<file path="config.mk">
export PLATFORM = sky130hd
export DESIGN_NAME = ula_serial
export DESIGN_NICKNAME = d
export VERILOG_FILES = /design/src/rtl/ula_pkg.sv /design/src/rtl/ula_bit_slice.sv /design/src/rtl/ula_serial.sv
export SDC_FILE = /design/constraint.sdc
export NUM_CORES = 1
export LEC_CHECK = 0
export ABC_AREA = 1
export CAP_MARGIN = 15
export CORE_MARGIN = 2
export CORE_UTILIZATION = 35
export DETAILED_ROUTE_END_ITERATION = 12
export PLACE_DENSITY = 0.55
export SYNTH_ARGS = -nofsm -noshare
export SYNTH_HDL_FRONTEND = slang
export SYNTH_SLANG_ARGS = --single-unit
</file>
<file path="constraint.sdc">
create_clock -name clk -period 1.6 [get_ports clk]
set_clock_uncertainty 0.2 [all_clocks]
set_input_delay 0.48 -clock clk [delete_from_list [all_inputs] [get_ports clk]]
set_output_delay 0.48 -clock clk [all_outputs]
set_load 0.1 [all_outputs]
</file>
<file path="src/rtl/ula_pkg.sv">
// Shared definitions for the bit-serial ALU: ALUop encodings and sequencer states.
package ula_pkg;

  localparam logic [2:0] ULA_AND = 3'b000;
  localparam logic [2:0] ULA_OR  = 3'b001;
  localparam logic [2:0] ULA_ADD = 3'b010;
  localparam logic [2:0] ULA_SUB = 3'b110;
  localparam logic [2:0] ULA_SLT = 3'b111;

  typedef enum logic [1:0] {
    ST_IDLE,
    ST_RUN,
    ST_FIN
  } ula_state_e;

  // 011 has no binvert bit but still means SLT, so fold it onto 111.
  function automatic logic [2:0] ula_norm_op(input logic [2:0] op);
    return (op == 3'b011) ? ULA_SLT : op;
  endfunction

endpackage

</file>
<file path="src/rtl/ula_bit_slice.sv">
// Combinational 1-bit ALU slice: AND / OR / SUM / LESS with optional b inversion.
module ula_bit_slice
  import ula_pkg::*;
(
  input  logic       a,
  input  logic       b,
  input  logic       binvert,
  input  logic       cin,
  input  logic       less,
  input  logic [1:0] op,
  output logic       result,
  output logic       cout
);

  logic b_eff;

  always_comb begin
    b_eff = b ^ binvert;
    cout  = (a & b_eff) | (a & cin) | (b_eff & cin);
    // AND/OR deliberately use raw b, so binvert only affects SUM/carry.
    unique case (op)
      2'b00:   result = a & b;
      2'b01:   result = a | b;
      2'b10:   result = a ^ b_eff ^ cin;
      default: result = less;
    endcase
  end

endmodule

</file>
<file path="src/rtl/ula_serial.sv">
// Bit-serial N-bit ALU: one slice evaluated per clock, LSB first, carry held in a flop.
module ula_serial
  import ula_pkg::*;
#(
  parameter int unsigned N = 32
) (
  input  logic         clk,
  input  logic         rst_n,
  input  logic         start,
  input  logic [N-1:0] a,
  input  logic [N-1:0] b,
  input  logic [2:0]   ALUop,
  output logic         busy,
  output logic         done,
  output logic [N-1:0] result,
  output logic         zero,
  output logic         cout,
  output logic         overf
);

  localparam int unsigned CW = (N > 1) ? $clog2(N) : 1;
  localparam logic [CW-1:0] LAST = CW'(N - 1);

  ula_state_e state_q, state_d;

  logic [N-1:0]  a_q, a_d, b_q, b_d, sr_q, sr_d, result_q, result_d;
  logic [2:0]    op_q, op_d;
  logic [CW-1:0] cnt_q, cnt_d;
  logic          carry_q, carry_d;
  logic          msb_c_q, msb_c_d, msb_ov_q, msb_ov_d, set_q, set_d;
  logic          busy_q, busy_d, done_q, done_d;
  logic          zero_q, zero_d, cout_q, cout_d, overf_q, overf_d;

  logic          slice_res, slice_cout, sum_bit;
  logic [N-1:0]  fin_res;

  ula_bit_slice u_slice (
    .a       (a_q[0]),
    .b       (b_q[0]),
    .binvert (op_q[2]),
    .cin     (carry_q),
    .less    (1'b0),
    .op      (op_q[1:0]),
    .result  (slice_res),
    .cout    (slice_cout)
  );

  // State register
  always_ff @(posedge clk or negedge rst_n) begin
    if (!rst_n) state_q <= ST_IDLE;
    else        state_q <= state_d;
  end

  // Next-state logic
  always_comb begin
    state_d = state_q;
    unique case (state_q)
      ST_IDLE: if (start) state_d = ST_RUN;
      ST_RUN:  if (cnt_q == LAST) state_d = ST_FIN;
      ST_FIN:  state_d = ST_IDLE;
      default: state_d = ST_IDLE;
    endcase
  end

  // Datapath and registered-output next values
  always_comb begin
    a_d      = a_q;
    b_d      = b_q;
    op_d     = op_q;
    sr_d     = sr_q;
    cnt_d    = cnt_q;
    carry_d  = carry_q;
    msb_c_d  = msb_c_q;
    msb_ov_d = msb_ov_q;
    set_d    = set_q;
    result_d = result_q;
    zero_d   = zero_q;
    cout_d   = cout_q;
    overf_d  = overf_q;
    done_d   = 1'b0;
    busy_d   = (state_d != ST_IDLE);
    sum_bit  = a_q[0] ^ b_q[0] ^ op_q[2] ^ carry_q;
    fin_res  = '0;

    unique case (state_q)
      ST_IDLE: begin
        if (start) begin
          a_d     = a;
          b_d     = b;
          op_d    = ula_norm_op(ALUop);
          cnt_d   = '0;
          carry_d = (op_d == ULA_SUB) || (op_d == ULA_SLT);
        end
      end
      ST_RUN: begin
        // Operands shift right so the slice always sees bit 0.
        a_d     = a_q >> 1;
        b_d     = b_q >> 1;
        sr_d    = {slice_res, sr_q[N-1:1]};
        carry_d = slice_cout;
        cnt_d   = cnt_q + 1'b1;
        if (cnt_q == LAST) begin
          msb_c_d  = slice_cout;
          msb_ov_d = carry_q ^ slice_cout;
          set_d    = sum_bit ^ (carry_q ^ slice_cout);
        end
      end
      ST_FIN: begin
        if (op_q[1:0] == 2'b11) fin_res[0] = set_q;
        else                    fin_res    = sr_q;
        result_d = fin_res;
        zero_d   = (fin_res == '0);
        cout_d   = op_q[1] & msb_c_q;
        overf_d  = (op_q[1:0] == 2'b10) & msb_ov_q;
        done_d   = 1'b1;
      end
      default: ;
    endcase
  end

  always_ff @(posedge clk or negedge rst_n) begin
    if (!rst_n) begin
      a_q      <= '0;
      b_q      <= '0;
      op_q     <= '0;
      sr_q     <= '0;
      cnt_q    <= '0;
      carry_q  <= 1'b0;
      msb_c_q  <= 1'b0;
      msb_ov_q <= 1'b0;
      set_q    <= 1'b0;
      result_q <= '0;
      zero_q   <= 1'b1;
      cout_q   <= 1'b0;
      overf_q  <= 1'b0;
      busy_q   <= 1'b0;
      done_q   <= 1'b0;
    end else begin
      a_q      <= a_d;
      b_q      <= b_d;
      op_q     <= op_d;
      sr_q     <= sr_d;
      cnt_q    <= cnt_d;
      carry_q  <= carry_d;
      msb_c_q  <= msb_c_d;
      msb_ov_q <= msb_ov_d;
      set_q    <= set_d;
      result_q <= result_d;
      zero_q   <= zero_d;
      cout_q   <= cout_d;
      overf_q  <= overf_d;
      busy_q   <= busy_d;
      done_q   <= done_d;
    end
  end

  always_comb begin
    busy   = busy_q;
    done   = done_q;
    result = result_q;
    zero   = zero_q;
    cout   = cout_q;
    overf  = overf_q;
  end

endmodule
</file>
# After elaboration in Yosys (flattened, before gate mapping)
# Index checks and enable logic that the tools add are counted.
# word_totals
register_bits,147
input_bits,70
output_inout_bits,37
elab_cells,71
# op_classes
add_sub_neg,1
eq_ne,10
mux,18
bitwise_logic,17
reduce_logical,9
# op_table
operator,count
case mux 32 bit (2 select lines),2
two-way mux 32 bit,2
two-way mux 31 bit,2
logical NOT 32 bit,1
case mux 5 bit (2 select lines),1
bitwise XOR 1 bit,8
AND 1 bit,6
"== test 2 bit, second input constant",3
"== test 3 bit, second input constant",2
AND reduction 2 bit,3
"adder 5 x 1 -> 5 bit, second input constant",1
"== test 5 bit, second input constant",1
two-way mux 5 bit,1
"== test 2 x 1 -> 1 bit, second input constant",2
logical NOT 2 bit,2
two-way mux 1 bit,4
two-way mux 2 bit,2
case mux 2 bit (2 select lines),1
nonzero test 2 bit,2
"== test 3 x 2 -> 1 bit, second input constant",1
two-way mux 3 bit,1
bitwise OR 1 bit,3
case mux 1 bit (3 select lines),1
"!= test 2 bit, second input constant",1
other kinds (2),2

# Logic depth before layout (Yosys ltp)
# Gate-level depths: netlist (run 1).
# depth
depth_word,6
mapped_depth,8
ltp_nobuf,8

# Cells and area by module
# Synthesis (run 1) repeated with hierarchy kept, for this count alone.
# hier_totals
cells_unflattened,761
hier_area_um2,6475.0
# modules_own_cells
mod,instances,cells_per_inst,area_per_inst_um2,seq_area_each_um2
ula_serial,1,747,6399.9,3679.8
ula_bit_slice,1,14,75.1,0.0

# Worst setup path before layout (run 1)
# No wires, ideal clock.
# synth_timing
kind,register to register
startpoint,register op_q[2]
endpoint,register set_q
setup_ns,0.125
arrival_time_ns,1.378
required_ns,1.275
slack_ns,-0.103
stages_incl_launch_ff,7
n_path_buf,0
synth_period_minus_slack_ns,1.703
path_cell_list,dfrtp_1 xor2_1 fa_1 xor2_1 nand2_1 nand2_1 o21ai_1
# synth_via
elab_chain_cells,6
word_cells_on_any_way,9
classes_between,bitwise: 9
# synth_rtl
item,line_no,text
start: declaration,ula_serial.sv:27,"logic [2:0] op_q, op_d;"
start signal: assignment,ula_serial.sv:141,op_q <= op_d;
bitwise XOR 1 bit *,ula_bit_slice.sv:18,b_eff = b ^ binvert;
AND 1 bit,ula_bit_slice.sv:19,cout = (a & b_eff) | (a & cin) | (b_eff & cin);
bitwise OR 1 bit,ula_bit_slice.sv:19,
bitwise OR 1 bit *,ula_bit_slice.sv:19,
via slice_cout,ula_serial.sv:34,"logic slice_res, slice_cout, sum_bit;"
bitwise XOR 1 bit * (2 in a row),ula_serial.sv:105,set_d = sum_bit ^ (carry_q ^ slice_cout);
end signal: assignment,ula_serial.sv:147,set_q <= set_d;
end: declaration,ula_serial.sv:30,"logic msb_c_q, msb_c_d, msb_ov_q, msb_ov_d, set_q, set_d;"
# Mark *: on every way through the listed nets, which the timed path passes. The rest lies on a longest branch.
# A chain may end at the register's enable or synchronous reset.

# Worst setup path in the final report (run 1)
# layout_timing
startpoint,register zero_q (netlist: zero)
endpoint,output port zero
# layout_rtl
item,line_no,text
start: declaration,ula_serial.sv:32,"logic zero_q, zero_d, cout_q, cout_d, overf_q, overf_d;"
start signal: assignment,ula_serial.sv:149,zero_q <= zero_d;
end: declaration,ula_serial.sv:16,"output logic zero,"
# No word-level cell between the ends.

==> qor.csv, run 1 <==
metric,value,unit
status,"complete, but fails checks",
violations,setup timing,
cpPeakStageDelay,0.56,ns
critPathLaunch,zero,
synth_compound_area_share,11.8,%
layout.nets,970,
antenna_found_initial,0,
path_depth,1,
period_share,115,%
setup_ws,-0.245,ns
grt_pass1_wl,26.9,mm
grt_max_degree,51,
end_kind,output port,
fin_cells,1137,
yosys.area_share.simple,22.4,%
period_minus_slack,1.84,ns
ios,107,
crit_required,0.92,ns
ys_warn_count,0,
setup_tns,-3.71,ns
path_clk_slew,0.06,ns
clock-root-buffer,clkbuf_16,
rsz0062_at_grt,yes,
rrSetupSlack,-0.09,ns
clockBufferDepth,2,
r2r-start,cnt_q[1],
htree_levels,4,
initialDrtViolationCount,288,
syn_avg_cell_area,8.54,um2
worstMarginPinSlew,0.275,ns
hold_viol,0,
drv_cap,0,
die_w,140,um
fp.dieH,140,um
dpl_cell_area,8330,um2
cts_tree,yes,
wl_per_cell,14.1,um
cp_max_fo,2,
initial_utilization,35.7,%
viasPerCell,4.83,
cp_slowest_cell,dfstp_2,
r2r-end,msb_c_q,
synth-main-ff-cell,dfrtp_1,
fin_area,9360,um2
grt_pass1_vias,5433,
setup_violations,39,
grtUsageTotal,16.9,%
cts_made_buffers,17,
clk_latency,0.42,ns
cpLargestDelayFamily,flip-flops,
maxSlewHeadroom,81.5,%
ys_ff_latch,147,
dieArea,19500,um2
core-area,18000,um2
postLayoutCoreUtil,51.9,%
syn_nets,828,
fillers,1650,
area_growth_syn_to_layout,45.5,%
worstPathCellList,buf_12,
antenna_cells,0,
port_buffers,106,
async_reset_ff_share,100,%
cellPowerDensity,1860,nW/um2
layout-drive-gt1-share,19.8,%
pre_cts_slack,-0.473,ns
fmax,542,MHz
dpl.hpwl,10.5,mm
crit_buf_inv,1,
whs,0.280,ns
drc,0,
synth_edf_count,0,
synth_xor_area_share,0.409,%
vias,5495,
fin_total_pwr,17.4,mW
synth_top_family_by_area,simple AND/OR/NAND/NOR gates,
reg2reg_depth,7,
dpl.cell_count,1073,
drv_slew,0,
cp-endpoint,zero,
gr-total-overflow,0,
power.leakage,4.32,nW
netlist_area,6430,um2
gp_congestion,0.818,
ir_drop,1.05,mV
synth_fa_ha_area_share,1.09,%
first_pass_iters,5,
syn_inst,753,
cp.arrival,1.16,ns
layout_commonest_cell,nand2_1,
placementRows,49,
yosysSeqAreaShare,57.2,%
ys_types,29,
clock_sinks,147,
finalWirelength,16.0,mm
postRouteAntennaNets,0,
critical_path_class,flip-flop to output port,
most-common-layout-cells,"nand2_1, dfrtp_1, o21ai_0",
hold_path.class,primary input to async pin,
cp-start-kind,flip-flop,
synth_mux_area_share,0.175,%
==> cell usage after synthesis (2+ instances only) <==
master	instances	share of area, %
nand3_1	35	2.7
ha_1	4	0.78
nand2_2	3	0.29
nand2_1	243	14
a21oi_1	4	0.31
buf_2	22	1.7
nor2_1	45	2.6
dfrtp_1	146	57
buf_1	2	0.12
clkbuf_1	19	1.1
o21ai_0	90	7.0
nor3_1	32	2.5
a22o_1	2	0.27
inv_1	56	3.3
buf_4	3	0.35
xor2_1	3	0.41
a211oi_1	32	3.7
==> what timing repair did <==
action / 4_1_cts / 5_1_grt
endpoints found under the hold margin: 122 / 0
buffers inserted: 11 / 19
endpoints found under the setup margin: 57 / 87
resized for setup: 11 / 33
hold buffers: 1 / 0
pin swaps: 9 / 8
gates cloned: 0 / 1
==> flip-flops by register name (all words and copies together) (netlist names) <==
signal and flops:
sr_q 32, cout 1, msb_c_q 1, done 1, zero 1, carry_q 1
overf 1, result 32, b_q 32, msb_ov_q 1, state_q 2, op_q 3
a_q 32, set_q 1, cnt_q 5, busy 1
==> cells by family (layout without fill, tap and decap cells) <==
kind of cell,after synthesis,in the layout
DFF,147,147
adders and majority gates,5,5
xor gates and xnor gates,3,3
buffers and inverters,105,260
muxes,1,1
AOI/OAI and AO/OA,133,133
and+or+nand+nor,359,359
==> worst min-delay path by stage <==
stage	startpoint	to	slack [ns]	depth (start not counted)
2_1_floorplan	rst_n	a_q[0]	-0.02	0
3_3_place_gp	rst_n	cout	0.16	1
3_5_place_dp	rst_n	cout	0.15	1
4_1_cts	rst_n	msb_ov_q	0.28	2
5_1_grt	rst_n	sr_q[0]	0.30	2
6_report	rst_n	carry_q	0.28	2
==> power by group <==
part / switching [mW] / internal (mW)
Combinational: 4.34 / 2.96
Sequential: 0.891 / 5.16
Clock: 1.69 / 2.35
Total: 6.92 / 10.5
==> routing by layer <==
layer	track usage, %	part of all wire [%]
met1	23.0	46
met5	0	0
met4	4.84	1.2
met3	3.99	4.6
met2	27.2	48
==> layout make-up <==
type | count | area, um2 | share of cell area (%)
tap | 229 | 287 | 3.06
sequential | 147 | 3680 | 39.3
multi-input combinational | 501 | 2490 | 26.6
inverter | 58 | 218 | 2.33
timing repair buffer | 170 | 2090 | 22.3
clock buffer | 18 | 429 | 4.58
clock inverter | 14 | 165 | 1.76
==> worst register-to-register path: stages (launching register included) <==
cell and delay (ns):
dfrtp_1 0.36, ha_2 0.19, nand2_2 0.06, nor2_2 0.11
ha_2 0.19, inv_2 0.06, nor2_4 0.10, mux2_4 0.30
No activity file was read; power rests on OpenSTA's default activity.
==> run 2: changes to the inputs <==
CTS_CLUSTER_SIZE = 40   (was unset)
==> results of run 2 <==
Final layout, timing and power as in run 1 (identical DEF).
==> run 3: changes to the inputs <==
SKIP_LAST_GASP = 1   (was unset)
==> run 3 against run 2 <==
Against the previous run: the run still ends with setup timing left; maximum frequency grew 0.21%; sequential share of layout area is essentially flat; setup slack better by 0.0038 ns; die area stayed put; core utilization is essentially flat; via count down 0.64%; worst hold slack better by 0.0011 ns; power is 0.10% lower; critical path depth is the same; first-iteration DRC count down 6.9%; largest cell class unchanged; largest power group unchanged.
==> qor.csv, run 3 (same netlist as run 1, synthesis figures left out) <==
metric,value,unit,change
worstMarginPinSlew,0.275,ns,-0.000202 ns
whs,0.281,ns,+0.00114 ns
initial_utilization,35.7,%,unchanged
cpLargestDelayFamily,flip-flops,,
rsz0062_at_grt,yes,,
path_depth,1,,unchanged
finalWirelength,15.9,mm,-0.35%
crit_required,0.92,ns,about the same
setup_violations,39,,unchanged
path_clk_slew,0.06,ns,about the same
grt_pass1_wl,26.9,mm,unchanged
end_kind,output port,,
placementRows,49,,unchanged
hold_path.class,primary input to async pin,,
ir_drop,1.04,mV,-0.99%
period_minus_slack,1.84,ns,-0.00378 ns
crit_buf_inv,1,,unchanged
gr-total-overflow,0,,unchanged
grtUsageTotal,16.9,%,unchanged
reg2reg_depth,7,,unchanged
cp_max_fo,2,,unchanged
cts_tree,yes,,
vias,5460,,-0.64%
worstPathCellList,buf_12,,
setup_ws,-0.241,ns,+0.00378 ns
violations,setup timing,,
pre_cts_slack,-0.473,ns,unchanged
antenna_cells,0,,unchanged
fp.dieH,140,um,unchanged
drc,0,,unchanged
wl_per_cell,14.0,um,-0.35%
viasPerCell,4.80,,-0.64%
dieArea,19500,um2,unchanged
gp_congestion,0.818,,unchanged
clk_latency,0.42,ns,about the same
clock-root-buffer,clkbuf_16,,
drv_slew,0,,unchanged
r2r-start,cnt_q[1],,
postLayoutCoreUtil,51.9,%,about the same
layout-drive-gt1-share,19.8,%,unchanged
power.leakage,4.32,nW,about the same
period_share,115,%,-0.24 points
critical_path_class,flip-flop to output port,,
hold_viol,0,,unchanged
cp-start-kind,flip-flop,,
drv_cap,0,,unchanged
cp.arrival,1.16,ns,about the same
clock_sinks,147,,unchanged
die_w,140,um,unchanged
area_growth_syn_to_layout,45.5,%,about the same
port_buffers,106,,unchanged
antenna_found_initial,0,,unchanged
status,"complete, but fails checks",,
grt_max_degree,51,,unchanged
maxSlewHeadroom,81.5,%,about the same
cp_slowest_cell,dfstp_2,,
critPathLaunch,zero,,
cts_made_buffers,17,,unchanged
initialDrtViolationCount,268,,-6.9%
most-common-layout-cells,"nand2_1, dfrtp_1, o21ai_0",,
cpPeakStageDelay,0.56,ns,about the same
clockBufferDepth,2,,unchanged
postRouteAntennaNets,0,,unchanged
grt_pass1_vias,5433,,unchanged
dpl.hpwl,10.5,mm,unchanged
core-area,18000,um2,unchanged
htree_levels,4,,unchanged
layout_commonest_cell,nand2_1,,
layout.nets,970,,unchanged
fmax,543,MHz,+0.21%
cellPowerDensity,1860,nW/um2,about the same
first_pass_iters,4,,-1
ios,107,,unchanged
## run 3: cell counts in the layout (fill, tap and decap cells not counted)
No cell type changed its count.
## run 3: worst paths after layout
path	end	slack, ns
max reg2reg	msb_c_q	-0.09
min	carry_q	0.28
max in group asynchronous	result[12]	0.44
min reg2reg	b_q[15]	0.28
max	zero	-0.24
min in group clk	b_q[15]	0.28
## run 3: power by group
group	total, mW	internal, mW	switching, mW
clock network	4.03	2.35	1.68
logic	7.28	2.95	4.33
registers	6.05	5.16	0.891
## run 3: final cells by class
class,instances,area (um2)
flip-flops and latches,147,3680
well taps,229,287
multi-input cells,501,2490
repair buffers,170,2080
clock buffers,18,429
clock inverters,14,165
fillers,1647,8670
inverters,58,218
## run 3: per-layer routing
metal / wire (um) / global-route usage, % / part of all wire, % / vias up
li1: - / - / - / 2707
met4: 116 / 4.84 / 0.73 / 0
met5: 0 / 0 / 0 / -
met2: 7690 / 27.2 / 48 / 116
met1: 7450 / 23.0 / 47 / 2629
met3: 677 / 3.99 / 4.2 / 8
## run 3: through the flow
stage / TNS (ns) / power, mW / cells / area [um2]
2_1_floorplan: -0.0903 / 10.3 / 753 / 6450
3_3_place_gp: -27.42 / 12.5 / 1073 / 8330
3_5_place_dp: -30.29 / 12.7 / 1073 / 8330
4_1_cts: -4.55 / 17.0 / 1117 / 9050
5_1_grt: -5.34 / 18.6 / 1137 / 9360
6_report: -3.62 / 17.4 / 1137 / 9360
## run 3: repair_timing
action / CTS / global route
resized for setup: 11 / 31
cloned: 0 / 1
endpoints found under the setup margin: 57 / 87
hold buffers: 1 / 0
pin swaps: 9 / 8
endpoints found under the hold margin: 122 / 0
buffers inserted: 11 / 19
## run 3: worst reg2reg max path: stages, from the launching register on
cell and delay [ns]:
dfrtp_1 0.36, ha_2 0.19, nand2_2 0.06, nor2_2 0.11
ha_2 0.19, inv_2 0.06, nor2_4 0.10, mux2_4 0.30
